**config.mk**
```make
export PLATFORM = sky130hd
export DESIGN_NAME = plot_arbiter
export DESIGN_NICKNAME = d
export VERILOG_FILES = /design/src/rtl/plot_pkg.sv /design/src/rtl/rect_scanner.sv /design/src/rtl/plot_arbiter.sv
export SDC_FILE = /design/constraint.sdc
export NUM_CORES = 1
export LEC_CHECK = 0
export ABC_AREA = 1
export CAP_MARGIN = 5
export CORE_UTILIZATION = 61
export DETAILED_ROUTE_END_ITERATION = 6
export DONT_BUFFER_PORTS = 1
export PLACE_DENSITY = 0.85
export RECOVER_POWER = 25
export SLEW_MARGIN = 20
export SYNTH_ARGS = -nofsm -noshare
export SYNTH_HDL_FRONTEND = slang
export SYNTH_HIERARCHICAL = 1
export SYNTH_SLANG_ARGS = --single-unit
```
**constraint.sdc**
```tcl
create_clock -name clk -period 4.6 [get_ports clk]
set_input_delay 0.92 -clock clk [delete_from_list [all_inputs] [get_ports clk]]
set_output_delay 0.92 -clock clk [all_outputs]
set_load 0.005 [all_outputs]
```
**src/rtl/plot_pkg.sv**
```systemverilog
// Shared definitions for the plot arbiter: FSM states, letter geometry and
// the hangman part table.
package plot_pkg;

    typedef enum logic [1:0] {
        IDLE = 2'd0,
        DRAW = 2'd1,
        ACK  = 2'd2
    } state_t;

    typedef enum logic {
        GRANT_LETTER = 1'b0,
        GRANT_MISS   = 1'b1
    } grant_t;

    typedef struct packed {
        logic [7:0] x0;
        logic [6:0] y0;
        logic [3:0] w;
        logic [3:0] h;
    } rect_t;

    localparam logic [7:0] LETTER_X0     = 8'd42;
    localparam logic [7:0] LETTER_PITCH  = 8'd5;
    localparam logic [6:0] LETTER_Y0     = 7'd100;
    localparam logic [3:0] LETTER_W      = 4'd4;
    localparam logic [3:0] LETTER_H      = 4'd6;
    localparam logic [2:0] LETTER_COLOUR = 3'b010;
    localparam logic [2:0] HANG_COLOUR   = 3'b111;

    // Indexed by wrong-guess count: head, body, arms, legs.
    localparam rect_t HANG_PARTS [1:6] = '{
        '{x0: 8'd20, y0: 7'd20, w: 4'd5, h: 4'd5},
        '{x0: 8'd22, y0: 7'd25, w: 4'd1, h: 4'd12},
        '{x0: 8'd18, y0: 7'd28, w: 4'd4, h: 4'd1},
        '{x0: 8'd23, y0: 7'd28, w: 4'd4, h: 4'd1},
        '{x0: 8'd20, y0: 7'd37, w: 4'd2, h: 4'd6},
        '{x0: 8'd23, y0: 7'd37, w: 4'd2, h: 4'd6}
    };

    function automatic logic letter_valid(input logic [2:0] idx);
        return (idx >= 3'd1) && (idx <= 3'd5);
    endfunction

    function automatic logic miss_valid(input logic [2:0] count);
        return (count >= 3'd1) && (count <= 3'd6);
    endfunction

    function automatic rect_t letter_rect(input logic [2:0] idx);
        rect_t r;
        r.x0 = LETTER_X0 + LETTER_PITCH * ({5'b0, idx} - 8'd1);
        r.y0 = LETTER_Y0;
        r.w  = LETTER_W;
        r.h  = LETTER_H;
        return r;
    endfunction

    function automatic rect_t hang_part(input logic [2:0] count);
        rect_t r;
        r = '0;
        if (miss_valid(count))
            r = HANG_PARTS[count];
        return r;
    endfunction

endpackage

```
**src/rtl/rect_scanner.sv**
```systemverilog
// Raster-scans a latched rectangle one pixel per cycle, column fastest,
// presenting registered x/y/plot and flagging the final pixel.
module rect_scanner
    import plot_pkg::*;
(
    input  logic       clk,
    input  logic       resetn,
    input  logic       start,
    input  logic [7:0] x0,
    input  logic [6:0] y0,
    input  logic [3:0] w,
    input  logic [3:0] h,
    output logic [7:0] x,
    output logic [6:0] y,
    output logic       plot,
    output logic       last_pixel
);

    logic [7:0] ox;
    logic [6:0] oy;
    logic [3:0] rw;
    logic [3:0] rh;
    logic [3:0] cx;
    logic [3:0] cy;
    logic [3:0] cx_n;
    logic [3:0] cy_n;
    logic       row_end;

    always_comb begin
        cx_n       = cx + 4'd1;
        cy_n       = cy + 4'd1;
        row_end    = (cx == rw - 4'd1);
        last_pixel = plot && row_end && (cy == rh - 4'd1);
    end

    // cx/cy always name the pixel currently on x/y, so the first pixel
    // is presented in the same edge that accepts start.
    always_ff @(posedge clk) begin
        if (!resetn) begin
            ox   <= '0;
            oy   <= '0;
            rw   <= '0;
            rh   <= '0;
            cx   <= '0;
            cy   <= '0;
            x    <= '0;
            y    <= '0;
            plot <= 1'b0;
        end else if (start) begin
            ox   <= x0;
            oy   <= y0;
            rw   <= w;
            rh   <= h;
            cx   <= '0;
            cy   <= '0;
            x    <= x0;
            y    <= y0;
            plot <= 1'b1;
        end else if (plot) begin
            if (last_pixel) begin
                plot <= 1'b0;
            end else if (row_end) begin
                cx <= '0;
                cy <= cy_n;
                x  <= ox;
                y  <= oy + {3'b0, cy_n};
            end else begin
                cx <= cx_n;
                x  <= ox + {4'b0, cx_n};
            end
        end
    end

endmodule

```
**src/rtl/plot_arbiter.sv**
```systemverilog
// Round-robin arbiter between letter-unmask and hangman-part draw requests,
// driving the VGA pixel interface through a rectangle scanner.
module plot_arbiter
    import plot_pkg::*;
(
    input  logic       clk,
    input  logic       resetn,
    input  logic       letter_req,
    input  logic [2:0] letter_idx,
    input  logic       miss_req,
    input  logic [2:0] miss_count,
    output logic       letter_ack,
    output logic       miss_ack,
    output logic       err,
    output logic [7:0] x,
    output logic [6:0] y,
    output logic [2:0] colour,
    output logic       plot,
    output logic       busy
);

    state_t state;
    state_t next_state;
    grant_t last_grant;
    grant_t cur_grant;
    grant_t sel_grant;

    logic   grant;
    logic   sel_valid;
    rect_t  sel_rect;
    logic   start;
    logic   ack_fire;
    grant_t ack_grant;
    logic   err_fire;
    logic   last_pixel;

    always_comb begin
        next_state = state;
        grant      = 1'b0;
        sel_grant  = GRANT_LETTER;
        sel_valid  = 1'b0;
        sel_rect   = '0;
        start      = 1'b0;
        ack_fire   = 1'b0;
        ack_grant  = cur_grant;
        err_fire   = 1'b0;

        case (state)
            IDLE: begin
                if (letter_req || miss_req) begin
                    grant = 1'b1;
                    if (miss_req && (!letter_req || last_grant == GRANT_LETTER))
                        sel_grant = GRANT_MISS;
                    if (sel_grant == GRANT_MISS) begin
                        sel_valid = miss_valid(miss_count);
                        sel_rect  = hang_part(miss_count);
                    end else begin
                        sel_valid = letter_valid(letter_idx);
                        sel_rect  = letter_rect(letter_idx);
                    end
                    start = sel_valid;
                    if (sel_valid) begin
                        next_state = DRAW;
                    end else begin
                        next_state = ACK;
                        ack_fire   = 1'b1;
                        ack_grant  = sel_grant;
                        err_fire   = 1'b1;
                    end
                end
            end
            DRAW: begin
                if (last_pixel) begin
                    next_state = ACK;
                    ack_fire   = 1'b1;
                end
            end
            ACK: begin
                next_state = IDLE;
            end
            default: begin
                next_state = IDLE;
            end
        endcase
    end

    always_ff @(posedge clk) begin
        if (!resetn) begin
            state      <= IDLE;
            last_grant <= GRANT_MISS;
            cur_grant  <= GRANT_LETTER;
            colour     <= '0;
            letter_ack <= 1'b0;
            miss_ack   <= 1'b0;
            err        <= 1'b0;
            busy       <= 1'b0;
        end else begin
            state      <= next_state;
            busy       <= (next_state != IDLE);
            letter_ack <= ack_fire && (ack_grant == GRANT_LETTER);
            miss_ack   <= ack_fire && (ack_grant == GRANT_MISS);
            err        <= err_fire;
            if (grant) begin
                last_grant <= sel_grant;
                cur_grant  <= sel_grant;
                if (sel_valid)
                    colour <= (sel_grant == GRANT_MISS) ? HANG_COLOUR : LETTER_COLOUR;
            end
        end
    end

    rect_scanner u_scanner (
        .clk        (clk),
        .resetn     (resetn),
        .start      (start),
        .x0         (sel_rect.x0),
        .y0         (sel_rect.y0),
        .w          (sel_rect.w),
        .h          (sel_rect.h),
        .x          (x),
        .y          (y),
        .plot       (plot),
        .last_pixel (last_pixel)
    );

endmodule
```
; After elaboration in Yosys (flattened, before gate mapping)
; Memory sizes are Yosys's and may differ from the RTL's.
; Cells that the tools add are included.
[word_totals]
in_bits = 10
reg_bits = 58
elab_cells = 104
romBits = 184
out_inout_bits = 23
mem_count = 1
[op_classes]
mul = 1
magnitude_cmp = 5
addsub = 8
bitwise_logic = 5
eq_ne = 4
mux = 42
n_reduce_logical = 21
[memory_table]
columns = name, words, word_bits, rd, rd_ports_with_merged_regs, write_ports, line
row1 = (name not given), 8, 23, 1, 0, 0, plot_pkg.sv:62  ; r = HANG_PARTS[count];
[op_table]
columns = op, count
row1 = $mux W23, 6
row2 = $mux W8, 4
row3 = $mux W7, 4
row4 = $mux W1, 21
row5 = $add A4 B1 Y4 const B, 2
row6 = $add A6 B8 Y8 const A, 1
row7 = $add A8 B4 Y8, 1
row8 = $eq A4 B4 Y1, 2
row9 = $mul A4 B4 Y8 const A, 1
row10 = $reduce_and A2 Y1, 4
row11 = $sub A4 B1 Y4 const B, 2
row12 = $add A7 B4 Y7, 1
row13 = $logic_and A1 B1 Y1, 7
row14 = $ge A3 B1 Y1 const B, 2
row15 = $le A3 B3 Y1 const B, 2
row16 = $mux W2, 3
row17 = $reduce_and A3 Y1, 2
row18 = $reduce_bool A2 Y1, 3
row19 = $ge A4 B4 Y1 const B, 1
row20 = $mux W4, 1
row21 = $not A1 Y1, 4
row22 = $not A3 Y4, 1
row23 = $pmux W2 S2, 1
row24 = $sub A3 B1 Y4 const B, 1
row25 = other kinds (8), 9

; Logic depth before layout (Yosys ltp)
[logic_depth]
depth_word = 14
mapped_depth = 20
ltp_nobuf = 20

; Modules after synthesis
; The synthesis kept the hierarchy.
[modules_own_cells]
columns = module, area_each_um2, seq_area_each_um2, cells_per_inst, n_inst
row1 = rect_scanner, 2666.3, 940.9, 397, 1
row2 = plot_arbiter, 974.7, 200.2, 136, 1

; Worst setup path before layout
; OpenSTA, ideal clock, no wires.
[synth_timing]
path_type = in2reg
startpoint = input letter_idx[0]
endpoint = register u_scanner.x[6]
slack_ps = 1231
t_required_ps = 4487
arrival_time_ps = 3256
stages = 17
setup_ps = 113
path_cell_list = inv_1 > ha_1 > inv_1 > ha_1 > xor2_1 > ha_1 > ha_1 > a21o_1 > a21oi_1 > xnor2_1 > nor2_1 > nand2_1 > o21ai_0 > nand2_1 > o21ai_0 > nor2_1 > nor2_1
[synth_rtl]
columns = element, line
row1 = "start, declared", plot_arbiter.sv:9  ; input logic [2:0] letter_idx,
row2 = "end signal, assigned", rect_scanner.sv:69  ; x <= ox + {4'b0, cx_n};
row3 = "end, declared", rect_scanner.sv:13  ; output logic [7:0] x,

==> impl_results.md <==
- Clk buf depth: 2
- DR vias/cell: 5.49
- Worst Hold Class: flop to flop
- Die X-Extent: 79.3 microns
- Worst path slowest cell: ha_1
- I/O pin total: 33
- NetSw: 528 uW
- # setup viols final: 0
- First-pass detailed-route iteration total: 5
- PortBufs: 0
- Max transition margin: 0.558
- WP data required: 4.85 ns
- Leak pwr: 1.93 nW
- Post-Route Skew: 0.0114 ns
- Crit end category: flop
- Sequential power share: 0.379
- Kind of critical path: primary input to flop
- DRT Wirelength: 8210 microns
- Synthesized instance count: 533
- Initial core utilization: 0.645
- Clock power share: 0.350
- Max-Cap Viols: 0
- Overflow after GRT: 0
- Synth Flop Type: dfxtp_1
- Final #Nets: 568
- CTS tree: yes
- Hold_buf cts: 0
- CP max FO: 3
- Cell Count, Final, Fillers Out: 608
- # rows: 27
- Crit path time final: 3.31 ns
- Hpwl dp: 5990 microns
- Fraction of layout cells with a size suffix above 1: 0.0970
- Die Y: 79.3 microns
- Fillers: 471
- Worst-Margin Slew: 0.663 ns
- Wire per inst: 13.5 microns
- RD Place Congestion: 0.861
- Placed insts: 593
- Initial detailed-routing violation count: 200
- PD cells: 406 nW/um^2
- Post-synth EDFFs: 0
- Mapped cell area: 3640 sq um
- Total number of vias: 3338
- Tot Pwr: 1.57 mW
- Post-route ant nets: 0
- Fin. max-slew vios: 0
- Post-synth cell types: 41
- RSZ-0062 raised after global routing: no
- H-tree Lvls: 3
- Clock Tree Root: clkbuf_8
- Int Power: 1.04 mW
- Clk_lat worst skew: 0.35 ns
- DRC Markers: 0
- CTS resizes: 0
- Core box area: 5640 sq um
- CTS buffer count: 9
- Ys async rst share: 0
- First-pass GRT wire length: 13600 microns
- R2r worst-path depth: 15
- YS warnings: 6
- Sequential share of the synthesized area: 0.313
- Worst hold stages: 2
- CP arrival: 3.55 ns
- Status: finished clean
- Final Hold Viols: 0
- Postcts setup bufs: 0
- Total Routing Usage GR: 0.281
- Final worst-path cycle share: 0.719
- Post-route setup TNS: 0 ns
- Worst path cell trace: inv_1 -> ha_1 -> ha_1 -> inv_1 -> nand2_1 -> nand2_1 -> xor2_1 -> ha_1 -> ha_1 -> a21o_1 -> a21oi_1 -> xnor2_1 -> nor2_1 -> nand2_1 -> o21ai_0 -> nand2_1 -> o21ai_0 -> nor2_1 -> nor2_1
- Clock sinks: 57
- Ant. Diodes: 0
- Initial antenna violation count: 0
- Syn Area/Cell: 6.83 sq um
- Number of global-route vias before repair: 3042
- Die ar.: 6280 sq um
- P&R area growth vs syn: 6.19%
- Pin count of the biggest net entering global routing: 30
- Crit-path max cell delay: 0.31 ns
- Startpoint Class: primary input
- Max Fclk: 302 MHz
- Share of total power in combinational logic: 0.271
- Synthesis-stage register bit count: 57
- Clk slew on worst S/H paths: 0.07 ns
- VDD IR max: 0.247 mV
- Switching Share: 0.336
critical path: cells and delay by family:
kind                       cells  cell delay (ns)
AOI/OAI and AO/OA              4             0.51
xor gates and xnor gates       2             0.31
adders and majority gates      4             1.10
buffers and inverters          2             0.16
and+or+nand+nor                7             0.54
flip-flops by register name (all words and copies together) (netlist names), 2 cells and up:
name          flops
u_scanner/y       7
u_scanner/cy      4
state             2
u_scanner/x       8
u_scanner/rh      4
u_scanner/ox      8
u_scanner/cx      4
u_scanner/oy      7
u_scanner/rw      4
colour            2
logic make-up after synthesis:
family / Yosys count / synth area share
and+or+nand+nor: 256 / 0.323
buffers and inverters: 98 / 0.109
AOI/OAI and AO/OA: 85 / 0.133
DFF: 57 / 0.313
adders and majority gates: 26 / 0.0955
xor gates and xnor gates: 10 / 0.0241
other: 1 / 0.00103
area by class of cell:
type | instances | area (sq um) | area share
clock buffers | 13 | 169 | 0.0437
clock inverters | 2 | 60.1 | 0.0155
flip-flops and latches | 57 | 1140 | 0.295
multi-input cells | 380 | 2080 | 0.538
inverters | 83 | 320 | 0.0828
repair buffers | 1 | 7.51 | 0.00194
well taps | 72 | 90.1 | 0.0233
cells in the final DEF, fill, tap and decap left out, types with 3 or more instances in the layout:
cell type	synthesis	routed
inv_4	3	3
clkbuf_8	0	12
inv_2	5	5
o21ai_0	29	29
nor2_2	5	5
a21oi_1	34	34
nand2_2	8	7
xor2_1	6	6
nor3_1	3	3
xnor2_1	4	4
nand3_1	30	31
ha_1	23	23
inv_1	74	74
nand2_1	137	138
dfxtp_1	57	57
nand2_4	4	4
fa_1	3	3
nor2_4	4	4
conb_1	1	3
nor2_1	55	56
a22oi_1	3	3
o22ai_1	3	3
o21ai_1	6	6
cell usage after synthesis (5+ instances only):
master | number | area (sq um)
nand2_1 | 137 | 514
inv_1 | 74 | 278
dfxtp_1 | 57 | 1140
nor2_1 | 55 | 206
a21oi_1 | 34 | 170
nand3_1 | 30 | 150
o21ai_0 | 29 | 145
ha_1 | 23 | 288
clkbuf_1 | 9 | 33.8
nand2_2 | 8 | 50.1
o21ai_1 | 6 | 30.0
xor2_1 | 6 | 52.6
inv_2 | 5 | 18.8
nor2_2 | 5 | 31.3
through the flow:
stage	utilization	hold slack, ns	setup slack (ns)	instance area, sq um
floorplan	-	0.429	1.23	3650
global route	0.685	0.496	1.06	3870
detailed placement	0.650	0.466	0.961	3670
global placement	0.650	0.447	1.14	3670
finish	0.685	0.481	1.29	3870
CTS	0.691	0.479	1.32	3900
power groups by stage:
stage,logic (mW),clock network (mW),registers (mW)
4_1_cts,0.427,0.553,0.595
5_1_grt,0.482,0.573,0.600
3_5_place_dp,0.423,0,0.605
3_3_place_gp,0.404,0,0.603
2_1_floorplan,0.358,0,0.595
6_report,0.426,0.549,0.595
final timing paths:
path	startpoint	endpoint	slack [ns]
setup reg to reg	last_grant	u_scanner/y[5]	2.18
hold reg to reg	u_scanner/rw[3]	u_scanner/rw[3]	0.48
setup / recovery	letter_idx[0]	u_scanner/x[6]	1.29
hold / removal	u_scanner/rw[3]	u_scanner/rw[3]	0.48
routing by layer:
metal / part of all wire / GRT usage / wire (microns)
met4: 0.035 / 0.147 / 285
met3: 0.051 / 0.0644 / 419
met1: 0.44 / 0.352 / 3600
met5: 0 / 0 / 0
met2: 0.48 / 0.447 / 3910
Power figures use the tool's default switching activity.
